$ cat config.mk
export PLATFORM = sky130hd
export DESIGN_NAME = score_keeper
export DESIGN_NICKNAME = d
export VERILOG_FILES = /design/src/rtl/score_keeper_pkg.sv /design/src/rtl/score_keeper_button_pulse.sv /design/src/rtl/score_keeper.sv
export SDC_FILE = /design/constraint.sdc
export NUM_CORES = 1
export LEC_CHECK = 0
export BUFFER_PORTS_ARGS = -buffer_cell sky130_fd_sc_hd__buf_2
export CORE_UTILIZATION = 34
export DETAILED_ROUTE_END_ITERATION = 8
export PLACE_DENSITY = 0.66
export SETUP_SLACK_MARGIN = 0.1
export SYNTH_ARGS = -nofsm -noshare
export SYNTH_HDL_FRONTEND = slang
export SYNTH_HIERARCHICAL = 1
export SYNTH_SLANG_ARGS = --single-unit
$ cat constraint.sdc
create_clock -name clk -period 2 [get_ports clk]
set_input_delay 0.2 -clock clk [delete_from_list [all_inputs] [get_ports clk]]
set_output_delay 0.2 -clock clk [all_outputs]
set_load 0.005 [all_outputs]
$ cat src/rtl/score_keeper_pkg.sv
// score_keeper_pkg
//   Shared definitions for the game-flow slice: state codes, bit positions
//   inside the packed game_state word, and the score bus width. The display
//   stage and the ball engine import this same package so that all three
//   agree on the encoding.
package score_keeper_pkg;

  localparam int SCORE_W    = 16;
  localparam int STATE_W    = 3;
  localparam int STATE_LSB  = 0;
  localparam int SERVER_BIT = 8;
  localparam int WINNER_BIT = 9;

  typedef enum logic [STATE_W-1:0] {
    ST_IDLE  = 3'd0,
    ST_SERVE = 3'd1,
    ST_PLAY  = 3'd2,
    ST_PAUSE = 3'd3,
    ST_OVER  = 3'd4
  } game_state_t;

endpackage

$ cat src/rtl/score_keeper_button_pulse.sv
// button_pulse
//   Turns a raw asynchronous push button into a single-cycle pulse on its
//   rising edge: two-flop synchronizer, one history flop, registered edge
//   detect. The pulse appears 3 clocks after the button rises.
// Ports:
//   clk   - system clock
//   rst   - asynchronous, active-low reset (clears every flop)
//   btn   - raw button level, unsynchronized
//   pulse - one-cycle pulse per rising edge of btn
module button_pulse (
  input  logic clk,
  input  logic rst,
  input  logic btn,
  output logic pulse
);

  logic       sync_1;
  logic       sync_2;
  logic       sync_3;
  logic [2:0] primed;

  // The synchronizer stages reset to 0, which is not a real sample of the
  // button. A button already held high across reset release would otherwise
  // look like a rising edge, so edges are only reported once every stage
  // holds a value genuinely sampled after reset.
  always_ff @(posedge clk or negedge rst) begin
    if (!rst) begin
      sync_1 <= 1'b0;
      sync_2 <= 1'b0;
      sync_3 <= 1'b0;
      primed <= 3'b000;
      pulse  <= 1'b0;
    end else begin
      sync_1 <= btn;
      sync_2 <= sync_1;
      sync_3 <= sync_2;
      primed <= {primed[1:0], 1'b1};
      pulse  <= sync_2 & ~sync_3 & primed[2];
    end
  end

endmodule

$ cat src/rtl/score_keeper.sv
// score_keeper
//   Game-flow controller: owns both scores, the server/winner flags and the
//   game state, and runs the serve handshake toward the ball engine.
// Ports:
//   clk, rst     - system clock, asynchronous active-low reset
//   frame_tick   - one pulse per video frame (paces the post-point pause)
//   start_btn    - raw start button
//   miss_you     - ball passed your paddle (point to them)
//   miss_them    - ball passed their paddle (point to you)
//   serve_ack    - ball engine accepted the serve
//   serve_req    - asking the ball engine to launch a serve
//   your_score   - your score, zero-extended binary
//   their_score  - their score, zero-extended binary
//   game_state   - [2:0] state, [8] server (1=you), [9] winner (1=you)
module score_keeper
  import score_keeper_pkg::*;
#(
  parameter int WIN_SCORE    = 9,
  parameter int PAUSE_FRAMES = 60
) (
  input  logic               clk,
  input  logic               rst,
  input  logic               frame_tick,
  input  logic               start_btn,
  input  logic               miss_you,
  input  logic               miss_them,
  input  logic               serve_ack,
  output logic               serve_req,
  output logic [SCORE_W-1:0] your_score,
  output logic [SCORE_W-1:0] their_score,
  output logic [SCORE_W-1:0] game_state
);

  localparam logic [3:0] WIN_VAL   = 4'(WIN_SCORE);
  localparam logic [7:0] PAUSE_VAL = 8'(PAUSE_FRAMES);

  logic        start;
  game_state_t state_q, state_d;
  logic [3:0]  your_q, your_d;
  logic [3:0]  their_q, their_d;
  logic        server_q, server_d;
  logic        winner_q, winner_d;
  logic [7:0]  pause_q, pause_d;
  logic        serve_req_q, serve_req_d;

  button_pulse u_start (
    .clk   (clk),
    .rst   (rst),
    .btn   (start_btn),
    .pulse (start)
  );

  // Next-state logic. Everything holds by default; each state only touches
  // what it owns. Counter is cleared on the edge that enters PAUSE, so a
  // frame tick coinciding with the scoring miss is never counted.
  always_comb begin
    state_d  = state_q;
    your_d   = your_q;
    their_d  = their_q;
    server_d = server_q;
    winner_d = winner_q;
    pause_d  = pause_q;

    case (state_q)
      ST_IDLE, ST_OVER: begin
        if (start) begin
          your_d   = 4'd0;
          their_d  = 4'd0;
          winner_d = 1'b0;
          server_d = 1'b1;
          state_d  = ST_SERVE;
        end
      end

      ST_SERVE: begin
        if (serve_ack) begin
          state_d = ST_PLAY;
        end
      end

      ST_PLAY: begin
        if (miss_you && miss_them) begin
          state_d = ST_PAUSE;
          pause_d = 8'd0;
        end else if (miss_them) begin
          your_d   = (your_q >= WIN_VAL) ? WIN_VAL : your_q + 4'd1;
          server_d = 1'b0;
          pause_d  = 8'd0;
          if (your_d == WIN_VAL) begin
            state_d  = ST_OVER;
            winner_d = 1'b1;
          end else begin
            state_d = ST_PAUSE;
          end
        end else if (miss_you) begin
          their_d  = (their_q >= WIN_VAL) ? WIN_VAL : their_q + 4'd1;
          server_d = 1'b1;
          pause_d  = 8'd0;
          if (their_d == WIN_VAL) begin
            state_d  = ST_OVER;
            winner_d = 1'b0;
          end else begin
            state_d = ST_PAUSE;
          end
        end
      end

      ST_PAUSE: begin
        if (frame_tick) begin
          pause_d = pause_q + 8'd1;
          if (pause_d == PAUSE_VAL) begin
            state_d = ST_SERVE;
          end
        end
      end

      default: begin
        state_d = ST_IDLE;
      end
    endcase

    // Request is registered from the next state so it rises on entry to
    // SERVE and falls on the same edge that moves to PLAY.
    serve_req_d = (state_d == ST_SERVE);
  end

  always_ff @(posedge clk or negedge rst) begin
    if (!rst) begin
      state_q     <= ST_IDLE;
      your_q      <= 4'd0;
      their_q     <= 4'd0;
      server_q    <= 1'b1;
      winner_q    <= 1'b0;
      pause_q     <= 8'd0;
      serve_req_q <= 1'b0;
    end else begin
      state_q     <= state_d;
      your_q      <= your_d;
      their_q     <= their_d;
      server_q    <= server_d;
      winner_q    <= winner_d;
      pause_q     <= pause_d;
      serve_req_q <= serve_req_d;
    end
  end

  // Pack registered state into the display-facing words.
  always_comb begin
    game_state                         = '0;
    game_state[STATE_LSB +: STATE_W]   = state_q;
    game_state[SERVER_BIT]             = server_q;
    game_state[WINNER_BIT]             = winner_q;
  end

  assign your_score  = {{(SCORE_W-4){1'b0}}, your_q};
  assign their_score = {{(SCORE_W-4){1'b0}}, their_q};
  assign serve_req   = serve_req_q;

endmodule

==> qor.yml <==
async_flop_share_pct: 100
power_leakage_nw: 0.985
worstMarginPinSlew_ns: 0.648
critPathCaptureType: "flop"
peakVddDrop_v: 0.000436
synth-compound-area-share_pct: 19.5
cts_tree: "yes"
grt_max_degree: 30
setup_tns_ns: 0
hold_path.class: "input pin to flop"
grt_pass1_wl_um: 6100
synthTopCellsByCount: "39 x buf_4, 28 x dfrtp_1, 13 x nand2_1"
timing.rr.end: "serve_req"
boundaryPins: 56
firstDrtPassIters: 4
synth-simple-area-share_pct: 17.1
maxCapViolCount: 0
drtIter0Drc: 79
worstPathRequired_ns: 2.15
antenna_left: 0
critPathKind: "flop to flop"
dp_hpwl_um: 2580
cp-startpoint: "their_q[1]"
finalCritPeriodShare_pct: 92.5
num_rows: 27
yosys_most_used_dff: "dfrtp_1"
yosysMostFrequentCell: "buf_4"
vias: 1394
place_inst: 285
synth_top_family_by_area: "compound AO/OA/AOI/OAI gates"
clk_latency_ns: 0.28
final_core_util_pct: 38.3
synth_top_area_share_pct: 36.1
whs_ns: 0.0204
gr-total-overflow: 0
cts_root_buffer: "clkbuf_8"
layout.cells.non_filler: 297
synthAdderAreaFrac_pct: 4.52
synth_xor_xnor_area_share_pct: 1.81
port-buffer-count: 20
grt_pass1_vias: 1283
finalHoldViolations: 0
drive_gt1_share_pct: 24.9
routed_wl_um: 3660
reg2reg_depth: 6
yosys_warnings: 6
nets: 238
wl_per_cell_um: 12.3
ys_types: 58
holdCritStartpoint: "start_btn"
synth_cells: 199
min_path_cells: 1
coreArea_um2: 5510
drv_slew: 0
gp_congestion: 0.785
cp.arrival_ns: 2.00
clk_pin_slew_ns: 0.06
setup-violations-final: 0
max_freq_mhz: 541
reg2reg_slack_ns: 0.15
status: "completed"
fp.dieW_um: 77.5
clock_skew_ns: 0.00434
synth-edff-count: 0
critPathMaxFanout: 5
fin_crit_ns: 1.85
synth_top_cell_by_area: "dfrtp_1"
antenna_found_initial: 0
via_per_inst: 4.69
powerDensity_nw_per_um2: 1210
rsz0062_at_grt: "true"
max_slew_margin_pct: 56.8
die_y_um: 77.5
fill_cells: 559
start_kind: "flop"
grt_usage_pct: 13.2
yosysSeqAreaShare_pct: 37.5
synth_area_leaders: "dfrtp_1 36%, buf_4 15%, ha_1 4.5%, o21ai_0 2.8%, nand2_1 2.5%"
syn_area_um2: 1940
ys_ff_latch: 29
htreeDepth: 2
numCtsBuffers: 5
worstReg2RegStart: "their_q[1]"
antenna_cells: 0
start_util_pct: 35.2
cts.sinks: 29
fin_total_pwr_mw: 2.55
syn_to_final_growth_pct: 8.77
hold_path_end: "u_start/sync_1"
drc: 0
muxShareOfSynthArea_pct: 0.516
dieArea_um2: 6010
postSynthAreaPerCell_um2: 9.75
cts_buffer_depth: 2
==> worst max-delay path, stage by stage (launching register included) <==
cell       delay, ns
dfrtp_1         0.40
inv_2           0.06
ha_2            0.16
or3b_4          0.39
a2111oi_4       0.41
a32oi_2         0.10
nor4bb_2        0.20
==> sequential cells by signal, indices dropped and copies added, names as in the netlist <==
register        flops
u_start/sync_3      1
serve_req           1
winner_q            1
u_start/pulse       1
u_start/sync_1      1
u_start/primed      3
your_q              4
pause_q             8
server_q            1
state_q             3
u_start/sync_2      1
their_q             4
==> how the worst max path moves through the flow <==
stage	end	slack, ns	cells after the start
6_report	serve_req	0.15	6
5_1_grt	winner_q	0.05	6
4_1_cts	serve_req	0.10	6
3_5_place_dp	serve_req	0.07	5
3_3_place_gp	serve_req	0.13	5
2_1_floorplan	serve_req	0.19	5
==> placed cells by master, fill, tap and decap left out, types with 3 or more instances in the layout <==
master,synthesis,routed
nand2b_1,3,3
o21ai_0,11,10
inv_1,9,7
clkbuf_8,0,7
ha_1,7,6
buf_4,39,7
buf_2,1,20
conb_1,2,36
o21bai_1,3,3
nand2_1,13,13
dfrtp_1,28,27
nor2b_1,3,3
nand3_1,6,6
nor2_1,9,9
a31oi_1,5,5
a21oi_1,4,4
==> layer usage <==
layer / vias up / global-route usage (%) / share of wire (%) / routed length, um
met5: - / 0 / 0 / 0
met4: 0 / 8.11 / 2.1 / 78
met3: 8 / 4.59 / 5.2 / 190
met2: 40 / 19.7 / 47 / 1720
met1: 669 / 16.1 / 46 / 1670
li1: 677 / - / - / -
==> cell families (layout without fill, tap and decap cells) <==
kind of cell | Yosys count | after routing
compound gates | 48 | 48
simple gates | 55 | 55
other cells | 2 | 36
fa+ha+maj | 7 | 7
xor+xnor | 4 | 4
mux | 1 | 1
buf+inv | 53 | 45
flops | 29 | 29
==> report_power, final <==
group / internal (mW) / switching (mW)
clock: 0.310 / 0.223
sequential: 0.727 / 0.196
combinational: 0.533 / 0.562
==> layout make-up <==
cell class / instances / area [um2] / share of cell area (%)
Clock buffer: 7 / 96.3 / 4.57
Inverter: 9 / 33.8 / 1.60
Timing Repair Buffer: 28 / 163 / 7.71
Multi-Input combinational cell: 151 / 993 / 47.1
Clock inverter: 1 / 5.00 / 0.237
Sequential cell: 29 / 728 / 34.5
Tap cell: 72 / 90.1 / 4.27
==> what timing repair did <==
action                     CTS  global route
cloned                       0             0
hold buffers                 1             0
buffers inserted             0             3
gates resized for setup      0             7
hold endpoints to repair    28             0
pin swaps                    1             0
setup endpoints to repair    1             3
==> stage by stage <==
step | worst slack [ns] | cell area [um2]
after floorplan | 0.190 | 2070
after global placement | 0.127 | 1960
after detailed placement | 0.0650 | 1960
after CTS | 0.102 | 2070
after global routing | 0.0472 | 2110
final | 0.150 | 2110
Note: power is estimated with default switching activity, not from simulation.
